===== config.mk =====
export PLATFORM = sky130hd
export DESIGN_NAME = rfphoenix_fifo_reader
export DESIGN_NICKNAME = d
export VERILOG_FILES = /design/src/rtl/rfphoenix_fifo_reader.sv
export SDC_FILE = /design/constraint.sdc
export NUM_CORES = 1
export LEC_CHECK = 0
export CAP_MARGIN = 10
export CORE_UTILIZATION = 45
export DETAILED_ROUTE_END_ITERATION = 8
export GPL_ROUTABILITY_DRIVEN = 1
export MAX_ROUTING_LAYER = met4
export PLACE_DENSITY_LB_ADDON = 0.1
export SETUP_SLACK_MARGIN = 0.2
export SKIP_LAST_GASP = 1
export SYNTH_ARGS = -nofsm -noshare
export SYNTH_HDL_FRONTEND = slang
export SYNTH_SLANG_ARGS = --single-unit

===== constraint.sdc =====
create_clock -name clk -period 2.17 [get_ports clk]
set_input_delay 0.217 -clock clk [delete_from_list [all_inputs] [get_ports clk]]
set_output_delay 0.217 -clock clk [all_outputs]
set_load 0.03 [all_outputs]

===== src/rtl/rfphoenix_fifo_reader.sv =====
// rfphoenix_fifo_reader: read-side controller for a 64-entry rfPhoenix FIFO.
// Pops entries as soon as there is room for them and re-presents them on a
// valid/ready stream through a small circular skid buffer.
module rfphoenix_fifo_reader #(
    parameter int WID   = 3,
    parameter int DEPTH = 4
) (
    input  logic                     clk,
    input  logic                     rst,
    input  logic                     fifo_wr,
    input  logic                     fifo_v,
    input  logic [5:0]               fifo_cnt,
    input  logic [WID-1:0]           fifo_dout,
    output logic                     fifo_rd,
    output logic                     out_v,
    output logic [WID-1:0]           out_dat,
    input  logic                     out_rdy,
    input  logic                     flush,
    output logic [$clog2(DEPTH):0]   out_cnt,
    output logic [5:0]               fifo_lvl
);

    localparam int PW = $clog2(DEPTH);
    localparam int CW = PW + 1;

    localparam logic [PW-1:0] PTR_ONE = PW'(1);
    localparam logic [CW-1:0] CNT_ONE = CW'(1);
    localparam logic [CW:0]   OCC_MAX = (CW + 1)'(DEPTH);

    // The controller state is fully implied by (inflight, out_cnt); the enum
    // only names it so the issue rule reads naturally.
    typedef enum logic [1:0] {
        ST_EMPTY,
        ST_FILLING,
        ST_HOLD,
        ST_FULL
    } rd_state_t;

    logic             inflight;
    logic [PW-1:0]    head;
    logic [PW-1:0]    tail;
    logic [WID-1:0]   mem [DEPTH];
    logic [CW:0]      occ;
    rd_state_t        state;
    logic             capture;
    logic             consume;

    // Decode the occupancy-derived state and the pop/capture/consume strobes.
    always_comb begin
        // NOTE: every always_comb output gets a default first so no path can
        // leave it unassigned and infer a latch.
        state   = ST_EMPTY;
        occ     = {1'b0, out_cnt} + (CW + 1)'(inflight);
        if (occ >= OCC_MAX) begin
            state = ST_FULL;
        end else if (inflight) begin
            state = ST_FILLING;
        end else if (out_cnt != '0) begin
            state = ST_HOLD;
        end

        // A read that coincides with a write is not a pop in the FIFO, so
        // never issue one then; a full local buffer (including the entry in
        // flight) also blocks issue.
        fifo_rd = fifo_v & ~fifo_wr & ~flush & ~rst & (state != ST_FULL);

        out_v   = (out_cnt != '0);
        out_dat = mem[head];
        capture = inflight & ~flush;
        consume = out_v & out_rdy & ~flush;
    end

    // Pointer, occupancy, in-flight and level registers.
    always_ff @(posedge clk) begin
        // NOTE: sequential state uses non-blocking assignments so every
        // register samples pre-edge values regardless of statement order.
        if (rst) begin
            inflight <= 1'b0;
            head     <= '0;
            tail     <= '0;
            out_cnt  <= '0;
            fifo_lvl <= '0;
        end else begin
            fifo_lvl <= fifo_cnt;
            inflight <= fifo_rd;
            if (flush) begin
                head    <= '0;
                tail    <= '0;
                out_cnt <= '0;
            end else begin
                if (capture) begin
                    tail <= tail + PTR_ONE;
                end
                if (consume) begin
                    head <= head + PTR_ONE;
                end
                case ({capture, consume})
                    2'b10:   out_cnt <= out_cnt + CNT_ONE;
                    2'b01:   out_cnt <= out_cnt - CNT_ONE;
                    default: out_cnt <= out_cnt;
                endcase
            end
        end
    end

    // Local buffer storage: written at the tail when a popped entry arrives.
    always_ff @(posedge clk) begin
        // NOTE: the buffer is cleared on reset because out_dat is visible
        // straight from mem[head] and must read as zero after reset.
        if (rst) begin
            for (int i = 0; i < DEPTH; i++) begin
                mem[i] <= '0;
            end
        end else if (capture) begin
            mem[tail] <= fifo_dout;
        end
    end

endmodule


* Word level (Yosys, flattened, before mapping)
Memory sizes are Yosys's and may differ from the RTL's. A register that Yosys moved wholly into a read port is not among the register bits. Index checks and enable logic that the tools add are counted.
Storage, ports and cells: word-level logic and storage cells 43, RAM bits 12, flip-flop bits (word level) 14, bits of input ports 15, output and inout bits 14, memories 1
Operators by class: eq/ne operators 3, reduce and logical (&&, ||, !) cells 4, $lt $le $gt $ge 1, bitwise logic cells 10, add/subtract/negate cells 5, muxes and demuxes 14
Memories:
- mem | words 4, bits a word 3, read ports 1, clocked after memory_dff 1, wr ports 4, RTL line 42 | logic [WID-1:0] mem [DEPTH];
Operators by type and width (count):
- $mux W2 | 6
- $and A1 B1 Y1 | 7
- $mux W1 | 6
- $pmux W3 S2 | 1
- $add A2 B1 Y2 const B | 2
- $add A3 B1 Y4 | 1
- $ge A4 B3 Y1 const B | 1
- $add A3 B1 Y3 const B | 1
- $mux W3 | 1
- $not A1 Y1 | 3
- $reduce_bool A3 Y1 | 1
- $reduce_or A3 Y1 | 1
- $sub A3 B1 Y3 const B | 1
- $eq A2 B1 Y1 const B | 1
- $eq A2 B2 Y1 const B | 1
- $ne A2 B2 Y1 const B | 1
- $reduce_bool A2 Y1 | 1
- $reduce_or A2 Y1 | 1

* Depth between registers and ports, before layout
Gate-level depths: netlist of the first run.
word-level depth 7, gate-level depth with buffers 9, depth with buffers taken out 8

* Worst setup path before layout of the first run
No wires, ideal clock.
path kind reg2reg, start register out_cnt[0], end register out_cnt[2], path buffers 0, cell stages (with the launch flop) 9, setup time 0.070 ns, required time 2.100 ns, setup slack 0.093 ns, data arrival time 2.007 ns, period minus slack after synthesis 2.077 ns, cell sequence dfxtp_1 o31ai_2 nor2_1 ha_1 inv_1 fa_1 xor2_1 or3_1 a21oi_1
Between the ends: longest elaborated chain between the ends 5, elaborated cells between the ends (all ways) 9, classes of those cells add/sub: 2; eq/ne: 2; mux: 1; bitwise: 2; reduce/logical: 2
RTL lines:
- from (decl) | RTL line 19 | output logic [$clog2(DEPTH):0] out_cnt,
- from (signal assigned) | RTL line 98 | 2'b10: out_cnt <= out_cnt + CNT_ONE;
- from (signal assigned) | RTL line 99 | 2'b01: out_cnt <= out_cnt - CNT_ONE;
- from (signal assigned) | RTL line 100 | default: out_cnt <= out_cnt;
- $reduce_bool A3 Y1 * | RTL line 67 | out_v = (out_cnt != '0);
- $and A1 B1 Y1 * (2 in series) | RTL line 70 | consume = out_v & out_rdy & ~flush;
- net consume | RTL line 46 | logic consume;
- $eq A2 B1 Y1 or $eq A2 B2 Y1 (tied branches) | RTL line 97 | case ({capture, consume})
- $pmux W3 S2 or $reduce_bool A2 Y1 (tied branches)
Mark *: on every way through the listed nets, which the timed path passes. The rest lies on a longest branch. A chain may end at the register's enable or synchronous reset.

==> summary.txt, run 1 <==
STA
  – Unrepaired setup endpoints after global routing: true
  – Max frequency: 529 MHz
  – Setup TNS: 0 ns
  – WHS: 0.425 ns
  – Max Slew Vio Count: 0
  – Clock Skews: 0.00336 ns
  – Final critical-path share of the clock period: 87.0%
  – Final Critical Period: 1.89 ns
  – Least-Margin Pin Slew: between 0.3 and 0.4 ns
  – Final Setup Violations: 0
  – Max_slew headroom: between 70% and 80%
  – Final hold viol count: 0

Logic synthesis
  – Yosys cell types: 26
  – Post-Syn Instances: 100
  – Post-Syn Nets: about 120
  – Avg Inst Size Synth: 11.5 µm²
  – Seq/Total Area, Yosys: 59.4%
  – Seq cells post-synth: 28
  – Yosys warning count: 0
  – Post-Synthesis Cell Area: 0.00115 mm²

Die
  – Row count: 17
  – Core box area: about 0.0023 mm²
  – Initial Util: roughly half
  – Chip width: 52.5 µm
  – Die Y: 52.5 µm
  – # IOs: 29
  – Die area: 0.00275 mm²

CTS
  – Worst-path clk slew: about 0.15 ns
  – CTS buffer count: 3
  – H-tree depth: 1
  – Clock tree buffer depth: 2
  – Worst skew pair latency: 0.32 ns
  – Clock root cell: clkbuf_4
  – Hold Buf Count CTS: 0
  – Sinks on the clock net: 28
  – CTS tree: yes

Route
  – Detailed Route Iter0 Violations: 10
  – Via count: 840
  – DR pass1 iterations: 4
  – Drt wl/cell: approximately 14 µm
  – Routed vias/inst: 5.19
  – Final wirelength: 2230 µm
  – DR DRC count: 0
  – Remaining antenna violation count: 0

Critical path
  – Critical path capture point type: output pin
  – Worst setup SP type: register
  – CP max stage delay: 0.52 ns
  – WS Path Type: register to output pin
  – Worst Path Required: 1.95 ns
  – Crit-path max FO: 3
  – CP arrival: 1.67 ns
  – Crit path cell chain: mux4_2, dlygate4sd2_1
  – CP max stage cell: mux4_2

Cells and area
  – Footprint of the multi-input gates: between 400 and 500 µm²
  – Most frequent cells in the layout: clkdlybuf4s50_1, nor2_1, dfxtp_1, edfxtp_1, buf_4
  – Layout cells sized above 1: 17.2%
  – # nets final: ~150
  – Final Cell Area: 0.00156 mm²
  – Reg area: 689 µm²
  – Most common cell after layout, fill and taps aside: clkdlybuf4s50_1
  – ANT cells: 0
  – Layout fillers: 194
  – P&R area growth vs syn: 35.8%
  – Finished Layout Cells: 162

Placement
  – DP Area: 0.00147 mm²
  – Routability cong.: 0.781
  – Placed cells: 155
  – HPWL after DPL: 1680 µm
  – Port Buffers: 28

Pwr
  – Pwr dens: ~640 mW/mm²
  – Pwr Total: 0.995 mW
  – Worst vdd ir: 0.459 mV
  – LEAKAGE: roughly 0.59 nW

Global routing
  – Vias in the first global route: between 800 and 900
  – GRT Total Usage: between 15 and 20%
  – Gr ovfl total: 0
  – First-pass GRT wire length: 3750 µm
  – Initial antenna violation count: 0
  – Largest net degree at the start of global routing: 17

Run status
  – Status: finished clean

Min path
  – Class of the worst hold path: input port to register

Run
  – Max Cap Viol: 0
-- where the power goes --
part           leakage [nW]  internal, mW  total, mW  switching (mW)
clock network        0.0279         0.187      0.337           0.150
registers             0.258         0.560      0.565         0.00473
logic                 0.306        0.0493     0.0933          0.0440
-- final timing paths --
check	start	end	slack, ns	depth (start not counted)
max	register	out_dat[1]	0.28	2
min	fifo_cnt[2]	fifo_lvl[2]$_SDFF_PP0_	0.42	2
max reg2reg	out_cnt[2]$_SDFFE_PP0P_	out_cnt[2]$_SDFFE_PP0P_	0.30	8
min reg2reg	out_cnt[1]$_SDFFE_PP0P_	inflight$_SDFF_PP0_	0.53	1
-- area by class of cell --
class / instances / share of cell area, %
Sequential cell: 28 / 44.3
Multi-Input combinational cell: 60 / 27.4
Clock buffer: 3 / 1.45
Timing Repair Buffer: 35 / 21.0
Tap cell: 28 / 2.25
Clock inverter: 1 / 1.93
Inverter: 7 / 1.69
-- worst max-delay path, delay by kind of cell, from the launching register on --
family	cells	cell delay [ns]
flops	1	0.47
buf+inv	1	0.36
mux	1	0.52
-- Yosys cell counts --
master | count | area (µm²)
inv_1 | 7 | 26.3
buf_2 | 2 | 10.0
nand2b_1 | 2 | 12.5
nor2b_1 | 7 | 43.8
or3_1 | 2 | 12.5
nor3_1 | 3 | 15.0
ha_1 | 1 | 12.5
nand3b_1 | 1 | 7.51
mux4_2 | 3 | 67.6
edfxtp_1 | 12 | 360
fa_1 | 1 | 20.0
dfxtp_1 | 16 | 320
o311ai_1 | 1 | 8.76
o31ai_2 | 1 | 12.5
or2_1 | 1 | 6.26
nor2_1 | 18 | 67.6
a21oi_1 | 2 | 10.0
clkbuf_1 | 3 | 11.3
a31oi_1 | 2 | 12.5
a31o_2 | 1 | 8.76
xnor2_1 | 1 | 8.76
nand3_1 | 4 | 20.0
o21bai_1 | 2 | 15.0
a21o_1 | 1 | 7.51
o21ai_0 | 1 | 5.00
xor2_1 | 5 | 43.8
-- registers in the layout, indices dropped and copies added, names as in the netlist, named ones only --
signal    flops
mem          12
fifo_lvl      6
out_cnt       3
head          2
tail          2
inflight      1
-- timing repair --
| item | in CTS | in global routing |
|---|---|---|
| setup endpoints to repair | 3 | 1 |
| gates resized for setup | 3 | 5 |
| pin swaps | 0 | 3 |
| buffers inserted | 0 | 3 |
-- cells by family after synthesis --
| group | Yosys count | synth area share (%) |
|---|---|---|
| AND/OR/NAND/NOR | 38 | 16.2 |
| flip-flops | 28 | 59.4 |
| buffers and inverters | 12 | 4.15 |
| AO/OA/AOI/OAI | 11 | 6.99 |
| XOR/XNOR | 6 | 4.59 |
| multiplexers | 3 | 5.89 |
| adder cells (fa/ha/maj) | 2 | 2.84 |
-- stage by stage --
step,utilization [%],setup slack [ns]
2_1_floorplan,-,0.261
3_3_place_gp,64.1,0.0466
3_5_place_dp,64.1,-0.0536
4_1_cts,66.2,0.218
5_1_grt,67.8,0.174
6_report,67.8,0.281
-- metal layers --
metal	track usage, %	routed length [µm]
met1	24.0	1010
met2	33.1	1120
met4	6.58	27
met5	-	0
met3	4.35	70
Power figures use the tool's default switching activity.
==> run 2: changes to the inputs <==
CTS_CLUSTER_SIZE = 28   (was default)
==> results of run 2 <==
Same layout as run 1: the final DEF is identical, and so are final timing and power.
==> run 3: changes to the inputs <==
CELL_PAD_IN_SITES_DETAIL_PLACEMENT = 1   (was default)
CELL_PAD_IN_SITES_GLOBAL_PLACEMENT = 1   (was default)
CORE_UTILIZATION = 37   (was 45)
==> summary.txt, run 3 (synthesis results as in run 1) <==
CTS
  – H-tree depth: 1
  – Clock root cell: clkbuf_4
  – CTS tree: yes
  – Sinks on the clock net: 28
  – CTS buffer count: 3
  – Worst skew pair latency: 0.33 ns
  – Worst-path clk slew: around 0.15 ns
  – Hold Buf Count CTS: 0
  – Clock tree buffer depth: 2

STA
  – Setup TNS: 0 ns
  – Unrepaired setup endpoints after global routing: false
  – Final Setup Violations: 0
  – Max_slew headroom: 75.9%
  – Final Critical Period: just under 2 ns
  – Least-Margin Pin Slew: 0.360 ns
  – Final hold viol count: 0
  – Worst setup margin: around 0.25 ns
  – Clock Skews: 0.00214 ns
  – Final critical-path share of the clock period: around 90%
  – Max frequency: about 520 MHz
  – Max Slew Vio Count: 0

Global routing
  – Gr ovfl total: 0
  – First-pass GRT wire length: 3880 µm
  – Vias in the first global route: 818
  – GRT Total Usage: 16.4%
  – Largest net degree at the start of global routing: 17
  – Initial antenna violation count: 0

Pwr
  – Switching Share: 20.6%
  – Clock power share: ~34%
  – Internal Power: around 0.79 mW
  – Worst vdd ir: ~0.37 mV
  – Flop pwr share: 56.3%
  – Pwr dens: 645 mW/mm²
  – Gate power share: a little under a tenth
  – Psw: 0.206 mW
  – LEAKAGE: 0.598 nW

Cells and area
  – Finished Layout Cells: ~170
  – Max reg flops: 12
  – Finished Core Util: 54.4%
  – ANT cells: 0
  – Most frequent cells in the layout: clkdlybuf4s50_1, nor2_1, dfxtp_1, edfxtp_1, buf_4
  – Biggest register: mem
  – Layout cells sized above 1: 14.9%
  – Largest regs: mem (12), fifo_lvl (6), out_cnt (3)
  – # nets final: between 150 and 200
  – P&R area growth vs syn: 35.5%
  – Most common cell after layout, fill and taps aside: clkdlybuf4s50_1

Route
  – Drt wl/cell: between 10 and 15 µm
  – Routed vias/inst: 5.00
  – Via count: 825
  – Detailed Route Iter0 Violations: 13
  – Remaining antenna violation count: 0
  – DR pass1 iterations: 6
  – DR DRC count: 1
  – Final wirelength: 2410 µm

Run status
  – Status: complete, but fails checks
  – Failing checks: DRC

Placement
  – Placed cells: ~160
  – Port Buffers: 28
  – Place WS: -0.0382 ns
  – HPWL after DPL: 1840 µm
  – Routability cong.: 0.800

Die
  – Chip width: 57.7 µm
  – # IOs: 29
  – Core box area: 0.00285 mm²
  – Row count: 19
  – Die Y: 57.7 µm
  – Initial Util: roughly 40%
  – Die area: 0.00332 mm²

Min path
  – Hold endpoint: fifo_lvl[2]$_SDFF_PP0_
  – Worst Hold Depth: 2
  – HP Start: fifo_cnt[2]
  – Class of the worst hold path: input port to register

Critical path
  – Worst Path Required: 2.44 ns
  – WS Path Type: register to register
  – Critical path capture point type: register
  – CP max stage delay: 0.42 ns
  – Crit path cell chain: o31ai_2, nor2_1, ha_1, inv_1, fa_1, xor2_1, or3_1, a21oi_1
  – Reg2reg path depth: 8
  – Crit-path max FO: 7
  – Worst setup SP type: register
  – CP max stage cell: dfxtp_4
  – Worst reg2reg startpoint: out_cnt[1]$_SDFFE_PP0P_
  – CP arrival: 2.19 ns
  – Worst R2R Setup Slack: 0.25 ns
  – FF-to-FF End: out_cnt[2]$_SDFFE_PP0P_

Run
  – Max Cap Viol: 0
==> run 3: cell count changes in the layout (fill, tap and decap cells not counted), sizes merged <==
cell / delta
clkdlybuf4s50: -1
dlygate4sd2: +1
==> run 3: worst max-delay path, delay by kind of cell (launching register included) <==
kind	cells	cell delay [ns]
adders and majority gates	2	0.57
and+or+nand+nor	2	0.43
DFF	1	0.42
AOI/OAI and AO/OA	2	0.22
xor gates and xnor gates	1	0.16
buffers and inverters	1	0.06
==> run 3: power by group through the flow <==
| stage | combinational (mW) | clock, mW | sequential, mW |
|---|---|---|---|
| final | 0.0939 | 0.343 | 0.564 |
| after global routing | 0.100 | 0.376 | 0.565 |
| after CTS | 0.0937 | 0.358 | 0.568 |
| after detailed placement | 0.0949 | 0 | 0.580 |
| after global placement | 0.0941 | 0 | 0.579 |
| after floorplan | 0.0319 | 0 | 0.590 |
==> run 3: cell type report <==
class                   instances  area, µm²
clock inverters                 1       30.0
repair buffers                 35        325
well taps                      31       38.8
flip-flops and latches         28        692
clock buffers                   3       22.5
fillers                       315       1300
inverters                       7       26.3
multi-input cells              60        418
==> run 3: worst max-delay path by stage <==
stage,start,endpoint,cells past startpoint
finish,out_cnt[1]$_SDFFE_PP0P_,out_cnt[2]$_SDFFE_PP0P_,8
global route,out_cnt[1]$_SDFFE_PP0P_,out_cnt[2]$_SDFFE_PP0P_,8
CTS,out_cnt[0]$_SDFFE_PP0P_,out_cnt[2]$_SDFFE_PP0P_,8
detailed placement,out_rdy,out_cnt[2]$_SDFFE_PP0P_,9
global placement,out_rdy,out_cnt[2]$_SDFFE_PP0P_,9
floorplan,out_cnt[0]$_SDFFE_PP0P_,out_cnt[2]$_SDFFE_PP0P_,8
==> run 3: metrics by stage <==
| step | hold WS, ns | cell area, µm² | total power, mW |
|---|---|---|---|
| 5_1_grt | 0.389 | 1550 | 1.04 |
| 4_1_cts | 0.410 | 1520 | 1.02 |
| 6_report | 0.423 | 1550 | 1.00 |
| 2_1_floorplan | 0.345 | 1150 | 0.622 |
| 3_3_place_gp | 0.505 | 1480 | 0.673 |
| 3_5_place_dp | 0.515 | 1480 | 0.675 |
==> run 3: timing repair <==
action | 4_1_cts | 5_1_grt
setup endpoints to repair | 4 | 1
setup buffers | 0 | 3
gates cloned | 0 | 0
gates resized for setup | 4 | 3
==> run 3: routing by layer <==
metal | global-route usage, % | share of wire (%) | up-vias
met1 | 21.1 | 43 | 392
met4 | 6.12 | 0.83 | 0
met2 | 26.4 | 52 | 23
met3 | 2.68 | 3.9 | 2
li1 | - | - | 408
met5 | - | 0 | -
